File: config.mk
export PLATFORM = sky130hd
export DESIGN_NAME = cpu_sequencer_flat
export DESIGN_NICKNAME = d
export VERILOG_FILES = /design/src/rtl/cpu_sequencer_if.sv /design/src/rtl/cpu_sequencer.sv /design/src/flat_wrapper.sv
export SDC_FILE = /design/constraint.sdc
export NUM_CORES = 1
export LEC_CHECK = 0
export BUFFER_PORTS_ARGS = -buffer_cell sky130_fd_sc_hd__buf_2
export CORE_MARGIN = 4
export CORE_UTILIZATION = 46
export CTS_BUF_LIST = sky130_fd_sc_hd__clkbuf_16
export DETAILED_ROUTE_END_ITERATION = 8
export PLACE_DENSITY = 0.74
export SYNTH_ARGS = -nofsm -noshare
export SYNTH_HDL_FRONTEND = slang
export SYNTH_SLANG_ARGS = --single-unit
File: constraint.sdc
create_clock -name clk -period 2.53 [get_ports clk]
set_input_delay 0.506 -clock clk [delete_from_list [all_inputs] [get_ports clk]]
set_output_delay 0.506 -clock clk [all_outputs]
set_load 0.02 [all_outputs]
File: src/rtl/cpu_sequencer_if.sv
// Control bundle between the CPU sequencer and its environment (datapath, memory, run control).
// The master side drives run/decode/memory status; the slave side is the sequencer itself.
interface cpu_sequencer_if #(
    parameter int CNT_W = 16
);
    logic             run;
    logic [2:0]       instr_class;
    logic             branch_taken;
    logic             mem_ready;
    logic             pc_en;
    logic             pc_ld;
    logic             ir_ld;
    logic             mem_rd;
    logic             mem_wr;
    logic             rf_we;
    logic [2:0]       state;
    logic             halted;
    logic             fault;
    logic [CNT_W-1:0] retired;

    modport master (
        output run, instr_class, branch_taken, mem_ready,
        input  pc_en, pc_ld, ir_ld, mem_rd, mem_wr, rf_we, state, halted, fault, retired
    );

    modport slave (
        input  run, instr_class, branch_taken, mem_ready,
        output pc_en, pc_ld, ir_ld, mem_rd, mem_wr, rf_we, state, halted, fault, retired
    );
endinterface

File: src/rtl/cpu_sequencer.sv
// Multi-cycle CPU control sequencer: FETCH/DECODE/EXEC/MEM/WB/HALT with memory-wait timeout
// and a retired-instruction counter.
module cpu_sequencer #(
    parameter int TIMEOUT = 15,
    parameter int CNT_W   = 16
) (
    input  logic          clk,
    input  logic          rst,
    cpu_sequencer_if.slave bus
);
    localparam int WAIT_W = (TIMEOUT > 1) ? $clog2(TIMEOUT) : 1;

    localparam logic [2:0] S_FETCH  = 3'd0;
    localparam logic [2:0] S_DECODE = 3'd1;
    localparam logic [2:0] S_EXEC   = 3'd2;
    localparam logic [2:0] S_MEM    = 3'd3;
    localparam logic [2:0] S_WB     = 3'd4;
    localparam logic [2:0] S_HALT   = 3'd5;

    localparam logic [2:0] C_ALU    = 3'd0;
    localparam logic [2:0] C_LOAD   = 3'd1;
    localparam logic [2:0] C_STORE  = 3'd2;
    localparam logic [2:0] C_BRANCH = 3'd3;
    localparam logic [2:0] C_JUMP   = 3'd4;
    localparam logic [2:0] C_HALT   = 3'd5;

    logic [2:0]        state_reg, state_next;
    logic [WAIT_W-1:0] wait_cnt_reg, wait_cnt_next;
    logic              fault_reg, fault_next;
    logic              halted_reg;
    logic [CNT_W-1:0]  retired_reg;

    logic              is_mem_class;
    logic              req_active;
    logic              timeout;
    logic              pc_en_c, pc_ld_c, ir_ld_c, mem_rd_c, mem_wr_c, rf_we_c;
    logic [5:0]        strobe_raw, strobe_out;

    // A request is "enabled" while the sequencer is actually asking memory for something.
    // Timeout fires on the TIMEOUT-th consecutive not-ready cycle of that request.
    assign is_mem_class = (bus.instr_class == C_LOAD) || (bus.instr_class == C_STORE);
    assign req_active   = ((state_reg == S_FETCH) && bus.run) || ((state_reg == S_MEM) && is_mem_class);
    assign timeout      = req_active && !bus.mem_ready && (wait_cnt_reg == WAIT_W'(TIMEOUT - 1));

    always_ff @(posedge clk) begin
        if (rst) begin
            state_reg    <= S_FETCH;
            wait_cnt_reg <= '0;
            fault_reg    <= 1'b0;
            halted_reg   <= 1'b0;
            retired_reg  <= '0;
        end else begin
            state_reg    <= state_next;
            wait_cnt_reg <= wait_cnt_next;
            fault_reg    <= fault_next;
            halted_reg   <= (state_next == S_HALT);
            retired_reg  <= retired_reg + CNT_W'(pc_en_c | pc_ld_c);
        end
    end

    always_comb begin
        state_next = state_reg;
        fault_next = fault_reg;
        if (timeout) begin
            state_next = S_HALT;
            fault_next = 1'b1;
        end else begin
            case (state_reg)
                S_FETCH:  if (bus.run && bus.mem_ready) state_next = S_DECODE;
                S_DECODE: begin
                    if (is_mem_class)                  state_next = S_MEM;
                    else if (bus.instr_class == C_HALT) state_next = S_HALT;
                    else                               state_next = S_EXEC;
                end
                S_EXEC:   state_next = S_FETCH;
                S_MEM: begin
                    if (!is_mem_class)                     state_next = S_FETCH;
                    else if (bus.mem_ready)
                        state_next = (bus.instr_class == C_LOAD) ? S_WB : S_FETCH;
                end
                S_WB:     state_next = S_FETCH;
                S_HALT:   state_next = S_HALT;
                default: begin
                    state_next = S_HALT;
                    fault_next = 1'b1;
                end
            endcase
        end

        // The wait counter only ever counts a live, unanswered request.
        wait_cnt_next = '0;
        if (!timeout && req_active && !bus.mem_ready &&
            !((state_next != state_reg) && (state_next == S_FETCH || state_next == S_MEM)))
            wait_cnt_next = wait_cnt_reg + WAIT_W'(1);
    end

    always_comb begin
        pc_en_c  = 1'b0;
        pc_ld_c  = 1'b0;
        ir_ld_c  = 1'b0;
        mem_rd_c = 1'b0;
        mem_wr_c = 1'b0;
        rf_we_c  = 1'b0;
        if (!timeout) begin
            case (state_reg)
                S_FETCH: begin
                    mem_rd_c = bus.run;
                    ir_ld_c  = bus.run && bus.mem_ready;
                end
                S_EXEC: begin
                    case (bus.instr_class)
                        C_ALU:    begin rf_we_c = 1'b1; pc_en_c = 1'b1; end
                        C_BRANCH: begin pc_ld_c = bus.branch_taken; pc_en_c = !bus.branch_taken; end
                        C_JUMP:   pc_ld_c = 1'b1;
                        default:  pc_en_c = 1'b1;
                    endcase
                end
                S_MEM: begin
                    mem_rd_c = (bus.instr_class == C_LOAD);
                    mem_wr_c = (bus.instr_class == C_STORE);
                    pc_en_c  = (bus.instr_class == C_STORE) && bus.mem_ready;
                end
                S_WB: begin
                    rf_we_c = 1'b1;
                    pc_en_c = 1'b1;
                end
                default: ;
            endcase
        end
    end

    // Reset overrides every strobe combinationally, not just at the next edge.
    assign strobe_raw = {pc_en_c, pc_ld_c, ir_ld_c, mem_rd_c, mem_wr_c, rf_we_c};
    for (genvar gi = 0; gi < 6; gi++) begin : g_strobe_gate
        assign strobe_out[gi] = strobe_raw[gi] & ~rst;
    end

    assign bus.pc_en   = strobe_out[5];
    assign bus.pc_ld   = strobe_out[4];
    assign bus.ir_ld   = strobe_out[3];
    assign bus.mem_rd  = strobe_out[2];
    assign bus.mem_wr  = strobe_out[1];
    assign bus.rf_we   = strobe_out[0];
    assign bus.state   = state_reg;
    assign bus.halted  = halted_reg & ~rst;
    assign bus.fault   = fault_reg;
    assign bus.retired = retired_reg;
endmodule

File: src/flat_wrapper.sv
// flat-port wrapper written by rule: the top's interface ports become plain ports
module cpu_sequencer_flat 
#(
    parameter int TIMEOUT = 15,
    parameter int CNT_W   = 16
)
  (clk, rst, bus_run, bus_instr_class, bus_branch_taken, bus_mem_ready, bus_pc_en, bus_pc_ld, bus_ir_ld, bus_mem_rd, bus_mem_wr, bus_rf_we, bus_state, bus_halted, bus_fault, bus_retired);
  cpu_sequencer_if #(.CNT_W(CNT_W)) bus_i ();
  input  logic clk;
  input  logic rst;
  input wire logic [$bits(bus_i.run)-1:0] bus_run;
  input wire logic [$bits(bus_i.instr_class)-1:0] bus_instr_class;
  input wire logic [$bits(bus_i.branch_taken)-1:0] bus_branch_taken;
  input wire logic [$bits(bus_i.mem_ready)-1:0] bus_mem_ready;
  output wire logic [$bits(bus_i.pc_en)-1:0] bus_pc_en;
  output wire logic [$bits(bus_i.pc_ld)-1:0] bus_pc_ld;
  output wire logic [$bits(bus_i.ir_ld)-1:0] bus_ir_ld;
  output wire logic [$bits(bus_i.mem_rd)-1:0] bus_mem_rd;
  output wire logic [$bits(bus_i.mem_wr)-1:0] bus_mem_wr;
  output wire logic [$bits(bus_i.rf_we)-1:0] bus_rf_we;
  output wire logic [$bits(bus_i.state)-1:0] bus_state;
  output wire logic [$bits(bus_i.halted)-1:0] bus_halted;
  output wire logic [$bits(bus_i.fault)-1:0] bus_fault;
  output wire logic [$bits(bus_i.retired)-1:0] bus_retired;
  assign bus_i.run = bus_run;
  assign bus_i.instr_class = bus_instr_class;
  assign bus_i.branch_taken = bus_branch_taken;
  assign bus_i.mem_ready = bus_mem_ready;
  assign bus_pc_en = bus_i.pc_en;
  assign bus_pc_ld = bus_i.pc_ld;
  assign bus_ir_ld = bus_i.ir_ld;
  assign bus_mem_rd = bus_i.mem_rd;
  assign bus_mem_wr = bus_i.mem_wr;
  assign bus_rf_we = bus_i.rf_we;
  assign bus_state = bus_i.state;
  assign bus_halted = bus_i.halted;
  assign bus_fault = bus_i.fault;
  assign bus_retired = bus_i.retired;
  cpu_sequencer #(.TIMEOUT(TIMEOUT), .CNT_W(CNT_W)) u_core (.clk(clk), .rst(rst), .bus(bus_i));
endmodule
### Yosys cells after proc, flatten, opt, wreduce, memory -nomap -nowiden

Cells that the tools add are included.

| storage, ports and cells | value |
|---|---|
| logic and storage cells | 80 |
| output and inout bits | 27 |
| register bits after elaboration | 25 |
| input bits | 8 |

| operators by class | value |
|---|---|
| mux-type cells | 25 |
| reductions and logical operators | 23 |
| eq/ne operators | 15 |
| bitwise logic cells | 10 |
| add/sub/neg operators | 2 |

Operators by type and width:

| kind | number |
|---|---|
| $mux W3 | 7 |
| $add A16 B16 Y16 | 1 |
| $eq A3 B2 Y1 const B | 5 |
| $eq A3 B3 Y1 const B | 5 |
| $mux W1 | 12 |
| $pmux W3 S4 | 1 |
| $logic_and A1 B1 Y1 | 10 |
| $logic_not A3 Y1 | 3 |
| $pmux W1 S2 | 4 |
| $and A1 B1 Y1 | 7 |
| $eq A3 B1 Y1 const B | 2 |
| $reduce_or A6 Y1 | 1 |
| $add A4 B1 Y4 const B | 1 |
| $eq A4 B4 Y1 const B | 1 |
| $logic_not A1 Y1 | 4 |
| $reduce_or A2 Y1 | 2 |
| $logic_or A1 B1 Y1 | 3 |
| $ne A3 B3 Y1 | 1 |
| $pmux W1 S3 | 1 |
| $ne A2 B1 Y1 const B | 1 |
| $not A1 Y1 | 2 |
| $or A1 B1 Y1 | 1 |

### Logic depth before layout (Yosys ltp)

| logic depth | value |
|---|---|
| depth in word-level cells | 14 |
| mapped depth | 11 |
| depth with buffers taken out | 10 |

### Least setup slack after synthesis

Ideal clock, no wire load.

| timing | value |
|---|---|
| kind | reg2reg |
| from | reg u_core.state_reg[0] (netlist: u_core.bus.state[0]) |
| to | reg u_core.retired_reg[14] (netlist: u_core.bus.retired[14]) |
| setup time | 128 ps |
| cell stages (with the launch flop) | 11 |
| slack | 138 ps |
| arrival | 2264 ps |
| data required time | 2402 ps |
| path through | dfxtp_1 > clkbuf_1 > nand4_1 > a21bo_2 > o21ai_0 > ha_1 > ha_1 > nand2_1 > nor4_1 > xnor2_1 > nor2_1 |

| on the way | value |
|---|---|
| cells in the longest elaborated chain, start to end | 8 |
| elaborated cells on any way between the ends | 15 |
| classes of those cells | add/sub (1); eq/ne (3); mux (4); bitwise (1); reduce/logical (6) |

Ends and longest elaborated chain:

| what | RTL line | text |
|---|---|---|
| start, declared | cpu_sequencer.sv:27 | `logic [2:0] state_reg, state_next;` |
| start signal, assigned | cpu_sequencer.sv:53 | `state_reg <= state_next;` |
| $eq A3 B2 Y1 / $logic_not A3 Y1 (equally long branches) | cpu_sequencer.sv:42, cpu_sequencer.sv:105 |  |
| $logic_and A1 B1 Y1 | cpu_sequencer.sv:42 | `assign req_active = ((state_reg == S_FETCH) && bus.run) \|\| ((state_reg == S_MEM) && is_mem_class);` |
| $logic_or A1 B1 Y1 | cpu_sequencer.sv:42 |  |
| $logic_and A1 B1 Y1 (2 in series) | cpu_sequencer.sv:43 | `assign timeout = req_active && !bus.mem_ready && (wait_cnt_reg == WAIT_W'(TIMEOUT - 1));` |
| $mux W1 | cpu_sequencer.sv:104 | `if (!timeout) begin` |
| $or A1 B1 Y1 (*) | cpu_sequencer.sv:57 | `retired_reg <= retired_reg + CNT_W'(pc_en_c \| pc_ld_c);` |
| $add A16 B16 Y16 (*) | cpu_sequencer.sv:57 |  |
| end signal, assigned | cpu_sequencer.sv:57 |  |
| end, declared | cpu_sequencer.sv:31 | `logic [CNT_W-1:0] retired_reg;` |

Every way passes the cells marked *; elsewhere a longest branch is shown, timed or not.
A chain may end at the register's enable or synchronous reset.

### Final worst setup path

| timing | value |
|---|---|
| from | reg u_core.state_reg[2] (netlist: u_core.bus.state[2]) |
| to | out bus_pc_ld |

| on the way | value |
|---|---|
| cells in the longest elaborated chain, start to end | 7 |
| elaborated cells on any way between the ends | 11 |
| classes of those cells | eq/ne (2); mux (2); bitwise (1); reduce/logical (6) |

Ends and longest elaborated chain:

| what | RTL line | text |
|---|---|---|
| $eq A3 B2 Y1 / $logic_not A3 Y1 (equally long branches) | cpu_sequencer.sv:42 |  |
| $logic_and A1 B1 Y1 | cpu_sequencer.sv:42 |  |
| $logic_or A1 B1 Y1 | cpu_sequencer.sv:42 |  |
| $logic_and A1 B1 Y1 (2 in series) | cpu_sequencer.sv:43 |  |
| $mux W1 (*) | cpu_sequencer.sv:104 |  |
| $and A1 B1 Y1 (*) | cpu_sequencer.sv:135 | `assign strobe_out[gi] = strobe_raw[gi] & ~rst;` |
| end, declared | flat_wrapper.sv:16 | `output wire logic [$bits(bus_i.pc_ld)-1:0] bus_pc_ld;` |

Marked as above.

==> metrics.yaml <==
p_comb_frac: 0.084
start_kind: "flop"
drtIter0Drc: 48
ys_async_sr_fraction: 0
htree_levels: 1
globalplace.congestion: 0.784
crit_chain: "buf_4 > and4bb_2 > a21oi_2 > nor3_1 > buf_4 > nor4b_1 > buf_2"
synth_flop_cell: "dfxtp_1"
slowest_stage: "dfxtp_1"
power.share.clock: 0.421
grt_antenna_before_repair: 0
final_common_cell: "buf_2"
crit_path_end_kind: "primary output"
viasPerCell: 5.54
crit_path_max_incr_delay_ns: 0.34
tightestPinTransition_ns: 0.497
drv_slew: 0
place.detailed.hpwl_um: 2330
p_seq_frac: 0.495
vdd_drop_max_mv: 0.630
swShare: 0.214
crit_type: "reg2out"
arrival_ns: 1.90
synth.avg_cell_area_um2: 8.62
largest_register_ffs: 16
rsz0062_at_grt: "no"
ys_types: 39
crit_buf_inv: 3
seq_area_frac_synth: 0.382
syn2layout_area_growth_pct: 28.2
port-buffer-count: 34
core_um2: 2730
drive_gt1_frac: 0.321
grt_pass1_wl_um: 5160
grt_overflow_total: 0
slew_headroom: 0.669
finalCritPeriodShare: 0.952
root_buffer: "clkbuf_16"
layout_common_cells: "buf_2 (34), nor2_1 (24), dfxtp_1 (24), xnor2_1 (12), buf_4 (10)"
regToRegSetupSlack_ns: 0.26
yosysTopAreaCell: "dfxtp_1"
skew_ns: 0.00368
crit_fanout: 11
gr-usage-all-layers: 0.180
power_switching_mw: 0.174
stdcell_count: 224
ys_warn_count: 0
powerDensity_nw_per_um2: 484
status: "complete, no violations"
vias: 1241
grt_max_degree: 30
die_x_um: 61.4
hold_violations: 0
p_leak_nw: 0.695
synth_area_um2: 1310
postCtsSetupBuffers: 0
wl_per_cell_um: 13.8
setup_viol: 0
numCtsBuffers: 3
finalSetupTns_ns: 0
hp-class: "reg2reg"
syn_nets: 164
fin_nets: 206
hold_ws_ns: 0.470
drt_wl_total_um: 3090
cts_max_path_buffers: 2
clkSinkCount: 25
die_area_um2: 3770
n_antenna_cell: 0
crit_family: "simple AND/OR/NAND/NOR gates"
fmax_mhz: 415
clk_pin_slew_ns: 0.06
ioPinCount: 35
drc: 0
synth-edff-count: 0
synth_top_area_frac: 0.382
clock_latency_ns: 0.25
grt_pass1_vias: 1182
postRouteAntennaNets: 0
firstDrtPassIters: 4
hold_buffers: 0
rows: 19
chipHeight_um: 61.4
synth_cells: 152
post_cts_resized: 0
cts_tree: "done"
place_inst: 220
worst_ep_required_time_ns: 2.02
maxCapViolCount: 0
synth-seq-cells: 25
p_int_mw: 0.638
min_period_ns: 2.41
start_util: 0.479
cpMostUsedCell: "buf_4"
yosys-top-cells-area: "dfxtp_1 (38%), xnor2_1 (8.0%), nor2_1 (6.9%), ha_1 (3.8%), nand3_1 (3.4%)"
-- metrics by stage --
step | cell area (um^2) | worst slack [ns] | util | total power, mW
after global placement | 1570 | -0.0289 | 0.573 | 0.473
final | 1680 | 0.121 | 0.614 | 0.812
after CTS | 1650 | 0.0644 | 0.602 | 0.820
after floorplan | 1310 | 0.138 | - | 0.449
after global routing | 1680 | 0.0421 | 0.614 | 0.850
after detailed placement | 1570 | -0.166 | 0.573 | 0.476
-- path summary, 6_finish.rpt --
path / startpoint / endpoint / cells after the start
max: u_core.bus.state[2] / bus_pc_ld / 7
min: u_core.wait_cnt_reg[0] / u_core.wait_cnt_reg[0] / 1
max reg2reg: u_core.bus.state[1] / u_core.bus.retired[14] / 10
min reg2reg: u_core.wait_cnt_reg[0] / u_core.wait_cnt_reg[0] / 1
-- cell families after synthesis --
family                     after synthesis  share of synthesized area
AOI/OAI and AO/OA                       18                     0.0860
adders and majority gates                4                     0.0382
DFF                                     25                      0.382
buffers and inverters                   10                     0.0296
xor gates and xnor gates                16                      0.107
and+or+nand+nor                         78                      0.350
muxes                                    1                    0.00764
-- per-layer routing --
metal / GRT usage / routed length [um] / up-vias
met5: 0 / 0 / -
met4: 0.0485 / 33 / 0
met3: 0.0461 / 140 / 4
met2: 0.322 / 1630 / 32
met1: 0.213 / 1290 / 584
li1: - / - / 621
-- layout make-up --
class | instances | area (um^2)
sequential | 25 | 502
timing repair buffer | 44 | 245
fill | 245 | 1050
multi-input combinational | 117 | 802
inverter | 3 | 11.3
clock inverter | 1 | 5.00
tap | 31 | 38.8
clock buffer | 3 | 75.1
-- cells in the mapped netlist, types with 4 or more instances --
| library cell | n |
|---|---|
| xor2_1 | 4 |
| nand2_1 | 6 |
| dfxtp_1 | 25 |
| nor2b_1 | 6 |
| nor2_1 | 24 |
| nor3_1 | 8 |
| ha_1 | 4 |
| nor4_1 | 5 |
| clkbuf_1 | 4 |
| xnor2_1 | 12 |
| a21oi_1 | 7 |
| nand3_1 | 9 |
-- worst reg2reg max path, cell delays in order, from the launching register on --
cell	delay, ns
dfxtp_1	0.32
nor2b_2	0.22
nand4_1	0.15
a21bo_2	0.23
o21ai_0	0.18
ha_1	0.24
ha_2	0.25
nand2_1	0.10
nor4_2	0.26
xnor2_1	0.15
nor2_1	0.05
-- power groups by stage --
stage | sequential [mW] | clock (mW) | combinational, mW
6_report | 0.402 | 0.342 | 0.0684
5_1_grt | 0.402 | 0.374 | 0.0743
4_1_cts | 0.401 | 0.352 | 0.0665
3_5_place_dp | 0.410 | 0 | 0.0659
3_3_place_gp | 0.410 | 0 | 0.0633
2_1_floorplan | 0.412 | 0 | 0.0362
No activity file was read; power rests on OpenSTA's default activity.
